File: src/rtl/dmem_arbiter.sv
`timescale 1ns/1ps
`default_nettype none
// ============================================================================
// Module   : dmem_arbiter
// Brief    : Round-robin two-port arbiter/sequencer in front of datamemory,
//            with misalignment rejection and a registered one-cycle ack.
// Revision : 1.0 - initial release
// ============================================================================
module dmem_arbiter #(
    parameter int DM_ADDRESS = 9,
    parameter int DATA_W     = 32
) (
    input  logic                  clk,
    input  logic                  reset,
    input  logic                  req0,
    input  logic                  req1,
    input  logic                  we0,
    input  logic                  we1,
    input  logic [2:0]            funct3_0,
    input  logic [2:0]            funct3_1,
    input  logic [DM_ADDRESS-1:0] addr0,
    input  logic [DM_ADDRESS-1:0] addr1,
    input  logic [DATA_W-1:0]     wdata0,
    input  logic [DATA_W-1:0]     wdata1,
    output logic                  gnt0,
    output logic                  gnt1,
    output logic                  ack0,
    output logic                  ack1,
    output logic                  err0,
    output logic                  err1,
    output logic [DATA_W-1:0]     rdata0,
    output logic [DATA_W-1:0]     rdata1,
    output logic                  MemRead,
    output logic                  MemWrite,
    output logic [DM_ADDRESS-1:0] a,
    output logic [DATA_W-1:0]     wd,
    output logic [2:0]            Funct3,
    input  logic [DATA_W-1:0]     rd
);

    localparam logic [1:0] c_IDLE   = 2'd0;
    localparam logic [1:0] c_ACCESS = 2'd1;
    localparam logic [1:0] c_RESP   = 2'd2;

    logic [1:0]            r_state;
    logic                  r_last;
    logic                  r_sel;
    logic                  r_we;
    logic [2:0]            r_f3;
    logic [DM_ADDRESS-1:0] r_addr;
    logic [DATA_W-1:0]     r_wdata;
    logic [DATA_W-1:0]     r_rdata0;
    logic [DATA_W-1:0]     r_rdata1;

    logic                  w_any;
    logic                  w_win;
    logic                  w_we;
    logic [2:0]            w_f3;
    logic [DM_ADDRESS-1:0] w_addr;
    logic [DATA_W-1:0]     w_wdata;
    logic                  w_mis;
    logic                  w_access;
    logic                  w_resp;
    logic [DATA_W-1:0]     w_rdata;

    // On a tie the requester that did not win last time takes the slot.
    assign w_any   = req0 | req1;
    assign w_win   = (req0 & req1) ? ~r_last : req1;
    assign w_we    = w_win ? we1      : we0;
    assign w_f3    = w_win ? funct3_1 : funct3_0;
    assign w_addr  = w_win ? addr1    : addr0;
    assign w_wdata = w_win ? wdata1   : wdata0;

    assign w_mis    = ((r_f3[1:0] == 2'b10) && (r_addr[1:0] != 2'b00)) ||
                      ((r_f3[1:0] == 2'b01) && r_addr[0]);
    assign w_access = (r_state == c_ACCESS);
    assign w_resp   = (r_state == c_RESP);
    assign w_rdata  = (!r_we && !w_mis) ? rd : '0;

    always_ff @(posedge clk) begin
        if (reset) begin
            r_state  <= c_IDLE;
            r_last   <= 1'b1;
            r_sel    <= 1'b0;
            r_we     <= 1'b0;
            r_f3     <= '0;
            r_addr   <= '0;
            r_wdata  <= '0;
            r_rdata0 <= '0;
            r_rdata1 <= '0;
        end else begin
            case (r_state)
                c_ACCESS: begin
                    r_state <= c_RESP;
                    r_last  <= r_sel;
                    if (r_sel) begin
                        r_rdata1 <= w_rdata;
                    end else begin
                        r_rdata0 <= w_rdata;
                    end
                end
                default: begin
                    // IDLE and RESP both arbitrate, giving back-to-back accesses.
                    if (w_any) begin
                        r_state <= c_ACCESS;
                        r_sel   <= w_win;
                        r_we    <= w_we;
                        r_f3    <= w_f3;
                        r_addr  <= w_addr;
                        r_wdata <= w_wdata;
                    end else begin
                        r_state <= c_IDLE;
                    end
                end
            endcase
        end
    end

    assign gnt0 = w_access & ~r_sel;
    assign gnt1 = w_access &  r_sel;
    assign ack0 = w_resp   & ~r_sel;
    assign ack1 = w_resp   &  r_sel;
    assign err0 = ack0 & w_mis;
    assign err1 = ack1 & w_mis;

    assign rdata0 = r_rdata0;
    assign rdata1 = r_rdata1;

    assign MemRead  = w_access & ~r_we & ~w_mis;
    assign MemWrite = w_access &  r_we & ~w_mis;
    assign a        = r_addr;
    assign wd       = r_wdata;
    assign Funct3   = r_f3;

endmodule
`default_nettype wire

File: config.mk
export PLATFORM = sky130hd
export DESIGN_NAME = dmem_arbiter
export DESIGN_NICKNAME = d
export VERILOG_FILES = /design/src/rtl/dmem_arbiter.sv
export SDC_FILE = /design/constraint.sdc
export NUM_CORES = 1
export LEC_CHECK = 0
export BUFFER_PORTS_ARGS = -buffer_cell sky130_fd_sc_hd__clkbuf_2
export CELL_PAD_IN_SITES_DETAIL_PLACEMENT = 1
export CELL_PAD_IN_SITES_GLOBAL_PLACEMENT = 1
export CORE_UTILIZATION = 36
export CTS_CLUSTER_SIZE = 14
export DETAILED_ROUTE_END_ITERATION = 6
export HOLD_SLACK_MARGIN = 0.12
export PLACE_DENSITY = 0.87
export SLEW_MARGIN = 20
export SYNTH_ARGS = -nofsm -noshare
export SYNTH_HDL_FRONTEND = slang
export SYNTH_SLANG_ARGS = --single-unit
File: constraint.sdc
create_clock -name clk -period 3.32 [get_ports clk]
set_input_delay 0.332 -clock clk [delete_from_list [all_inputs] [get_ports clk]]
set_output_delay 0.332 -clock clk [all_outputs]
set_load 0.01 [all_outputs]
# Word-level counts from Yosys, hierarchy flattened
# Cells that the tools add are included.
[op_classes]
eq_ne = 4
muxes = 8
bitwise = 17
n_reduce_logical = 11
[op_table]
columns = ["op", "count"]
rows = [
  ["$mux W32", 2],
  ["$and A1 B1 Y1", 11],
  ["$mux W9", 1],
  ["$reduce_and A2 Y1", 3],
  ["$not A1 Y1", 5],
  ["$eq A2 B1 Y1 const B", 2],
  ["$eq A2 B2 Y1 const B", 2],
  ["$logic_and A1 B1 Y1", 3],
  ["$mux W1", 3],
  ["$mux W3", 1],
  ["$logic_not A1 Y1", 2],
  ["$mux W2", 1],
  ["$reduce_bool A2 Y1", 1],
  ["$reduce_or A2 Y1", 1],
  ["$logic_or A1 B1 Y1", 1],
  ["$or A1 B1 Y1", 1],
]
[totals]
ff_bits = 113
output_inout_bits = 116
wordCells = 50

# Depth between registers and ports, before layout
[logic_depth]
ltp_word = 6
depth_mapped = 5
ltp_nobuf = 3

# Least setup slack after synthesis
# Ideal clock, no wire load.
[synth_path]
kind = "reg2out"
start = "register r_state[0]"
end = "output port gnt0"
arrival_time_ns = 1.177
required_ns = 2.988
slack_ns = 1.811
path_stages_with_launch = 5
n_path_buf = 2
cell_sequence = "dfxtp_1 -> or3b_1 -> buf_4 -> clkbuf_1 -> inv_1"
[synth_via]
elab_chain_cells = 2
[synth_lines]
columns = ["element", "line_no", "rtl"]
rows = [
  ["start, declared", "45", "logic [1:0] r_state;"],
  ["start signal, assigned", "82", "r_state <= c_IDLE;"],
  ["start signal, assigned", "94", "r_state <= c_RESP;"],
  ["start signal, assigned", "105", "r_state <= c_ACCESS;"],
  ["$eq A2 B1 Y1", "76", "assign w_access = (r_state == c_ACCESS);"],
  ["$and A1 B1 Y1", "119", "assign gnt0 = w_access & ~r_sel;"],
  ["end, declared", "25", "output logic gnt0,"],
]
# No other way between the ends.

# Worst setup path in the final report
# Ends and elaborated chain as after synthesis.

==> metrics <==
final wirelength=approximately 16000 um; CTS tree=built; initial antenna violation count=0; Reg-to-Reg End=rdata0[26]$_SDFFE_PP0P_; overall routing resource usage=about 23%; Int Power=a little under 3 mW; CP max-delay cell=or3b_2; Net Sw Frac=between 20% and 30%; synth unique cells=30; hold_ws=~0.17 ns; Setup-failing EPs final=0; vias in the first global route=approximately 5100; clk slew on worst S/H paths=around 0.050 ns; area grow syn2layout=36.1%; Final Max Slew Viols=0; Crit Path Category=register to output port; vias post-DR=5149; max-cap violation count=0; # fillers=1714; Worst R2R Start=r_state[0]$_SDFF_PP0_; RSZ-0062 raised after global routing=no; commonest cells after routing, fill and taps aside=240 x clkbuf_2, 113 x dfxtp_1, 90 x nand2_1; layout cells sized above 1=between 30% and 40%; worst path arrival time=2.02 ns; Power Dens Cells=between 500 and 600 nW/um^2; ant diodes=0; sequential cell area=~2300 sq um; Gate Count Post-Synth=577; DR iter-0 viols=~220; Leak=3.17 nW; postcts setup bufs=0; DP Worst Slack=about 1.3 ns; Die ar.=between 10000 and 15000 sq um; post-synthesis cell area=between 5000 and 6000 sq um; r2r worst-path depth=3; gr ovfl total=0; crit start category=register; Port Buf Inserts=roughly 240; commonest non-fill, non-tap cell in the layout=clkbuf_2; CP Capture Point=gnt0; Max clock buf depth=2; PnR worst setup slack=0.971 ns; Sum Neg Setup Slack=0 ns; CP max stage delay=around 0.87 ns; Die X=121 um; GP Congestion=between 0.7 and 0.8; CTS Root Cell=clkbuf_16; Hold Path Class=input port to register; maximum clock frequency=about 430 MHz; fraction of registers with async set or reset after synthesis=0%; min Tclk post-route=2.35 ns; Clk network pwr share=between 40% and 50%; Final Hold Viols=0; Post-synth EDFFs=0; crit path cell chain=or3b_2 -> inv_1 -> clkbuf_2; Num CTS Buffers=17; critical path depth=3; global-route wire length before repair=between 20000 and 30000 um; max_slew headroom=between 20% and 30%; Seq pwr share=approximately two fifths; logic gate share of total power=15.5%; CTS Hold Bufs=0; Net Count, Synth=roughly 700; Setup crit start=r_state[0]$_SDFF_PP0_; Die Y=about 120 um; Post-CTS Resized=0; DPL Wire Length=approximately 11000 um; Setup crit end kind=output port; pin count of the biggest net entering global routing=between 80 and 90; Synth warnings=0; drt first pass iters=4; CTS sink count=113; Max FO, Critical Path=48; CP required=roughly 3.0 ns; clock insertion delay at the later pin of the skew report=a little over 0.4 ns; DRC Markers=0; worst vdd ir=about 300 uV; Via density=around 5.3; Starting Density=a little under two fifths; CP Buf/Inv Count=2; Final nets=between 900 and 1000; Final Skew=between 0.006 and 0.007 ns; Post-synth top flop=dfxtp_1; Wirelength per Cell=about 17 um; Slew @ Worst Pin=roughly 1.1 ns; CP delay by family, top=simple AND/OR/NAND/NOR gates; outcome=finished clean; Psw=between 1 and 1.5 mW; boundary pin count=about 240; Seq/Total Area, Yosys=roughly 44%; Post-Syn Area per Cell=8.84 sq um; FF-to-FF setup slack=between 1 and 1.5 ns; core area=13800 sq um; H-tree level count=4; row count=43; Multi-input gate area=~2300 sq um; Yosys reg bits=roughly 110; Antenna Nets Post-Route=0; Tcrit/Tclk final=a little over two thirds
[layout make-up]
class / instances / share of cell area (%)
clock buffer: 21 / 6.64
clock inverter: 11 / 1.97
multi-input combinational: 334 / 33.3
tap: 180 / 3.25
timing repair buffer: 249 / 18.6
inverter: 66 / 3.57
sequential: 113 / 32.6
[power by group through the flow]
stage	registers (mW)	logic, mW	clock network (mW)
after floorplan	1.56	0.328	0
after global placement	1.53	0.606	0
after detailed placement	1.53	0.618	0
after CTS	1.51	0.621	1.87
after global routing	1.52	0.675	1.94
final	1.51	0.615	1.84
[per-stage QoR]
stage	instance area, sq um	std cells	util (%)	total power [mW]
after detailed placement	6340	942	45.9	2.15
final	6940	974	50.2	3.96
after global routing	6940	974	50.2	4.13
after global placement	6340	942	45.9	2.14
after floorplan	5100	577	-	1.89
after CTS	6940	974	50.2	4.00
[worst min-delay path by stage]
stage / startpoint / end / slack, ns / depth (start not counted)
2_1_floorplan: rd[0] / rdata0[0]$_SDFFE_PP0P_ / 0.48 / 2
3_3_place_gp: rdata1[15]$_SDFFE_PP0P_ / rdata1[15]$_SDFFE_PP0P_ / 0.46 / 2
3_5_place_dp: rdata1[30]$_SDFFE_PP0P_ / rdata1[30]$_SDFFE_PP0P_ / 0.47 / 2
4_1_cts: wdata1[16] / wd[16]$_SDFFE_PP0P_ / 0.15 / 3
5_1_grt: addr1[5] / a[5]$_SDFFE_PP0P_ / 0.16 / 3
6_report: wdata1[17] / wd[17]$_SDFFE_PP0P_ / 0.17 / 3
[cells in the mapped netlist (3+ instances only)]
cell type / instances / area share, %
dfxtp_1: 113 / 44
nand2_1: 90 / 6.6
inv_1: 66 / 4.9
nand3b_1: 65 / 9.6
a21oi_1: 46 / 4.5
a311oi_1: 45 / 7.7
o32ai_1: 32 / 5.5
buf_2: 28 / 2.7
clkbuf_1: 28 / 2.1
o41ai_2: 17 / 5.4
o41ai_1: 15 / 2.6
buf_1: 5 / 0.37
nor2_1: 5 / 0.37
nor2b_1: 3 / 0.37
[worst min-delay path: stages]
cell	delay (ns)
clkbuf_2	0.08
nand2_1	0.04
a311oi_1	0.07
[registers in the layout, indices dropped and copies added, names as in the netlist]
signal and count:
rdata0 32, rdata1 32, wd 32, a 9
Funct3 3, r_state 2, r_last 1, r_sel 1
r_we 1
[per-layer routing]
layer  vias up  wire length [um]  GRT usage [%]
met5         -                 0              0
met4         0               323           9.10
li1       2502                 -              -
met1      2439              7020           27.0
met2       185              7830           37.4
met3        23              1240           7.47
[cells by family after synthesis]
logic type | after synthesis | synth area share (%)
AO/OA/AOI/OAI | 161 | 26.7
buffers and inverters | 130 | 10.6
flip-flops | 113 | 44.4
AND/OR/NAND/NOR | 173 | 18.3
Note: power is estimated with default switching activity, not from simulation.
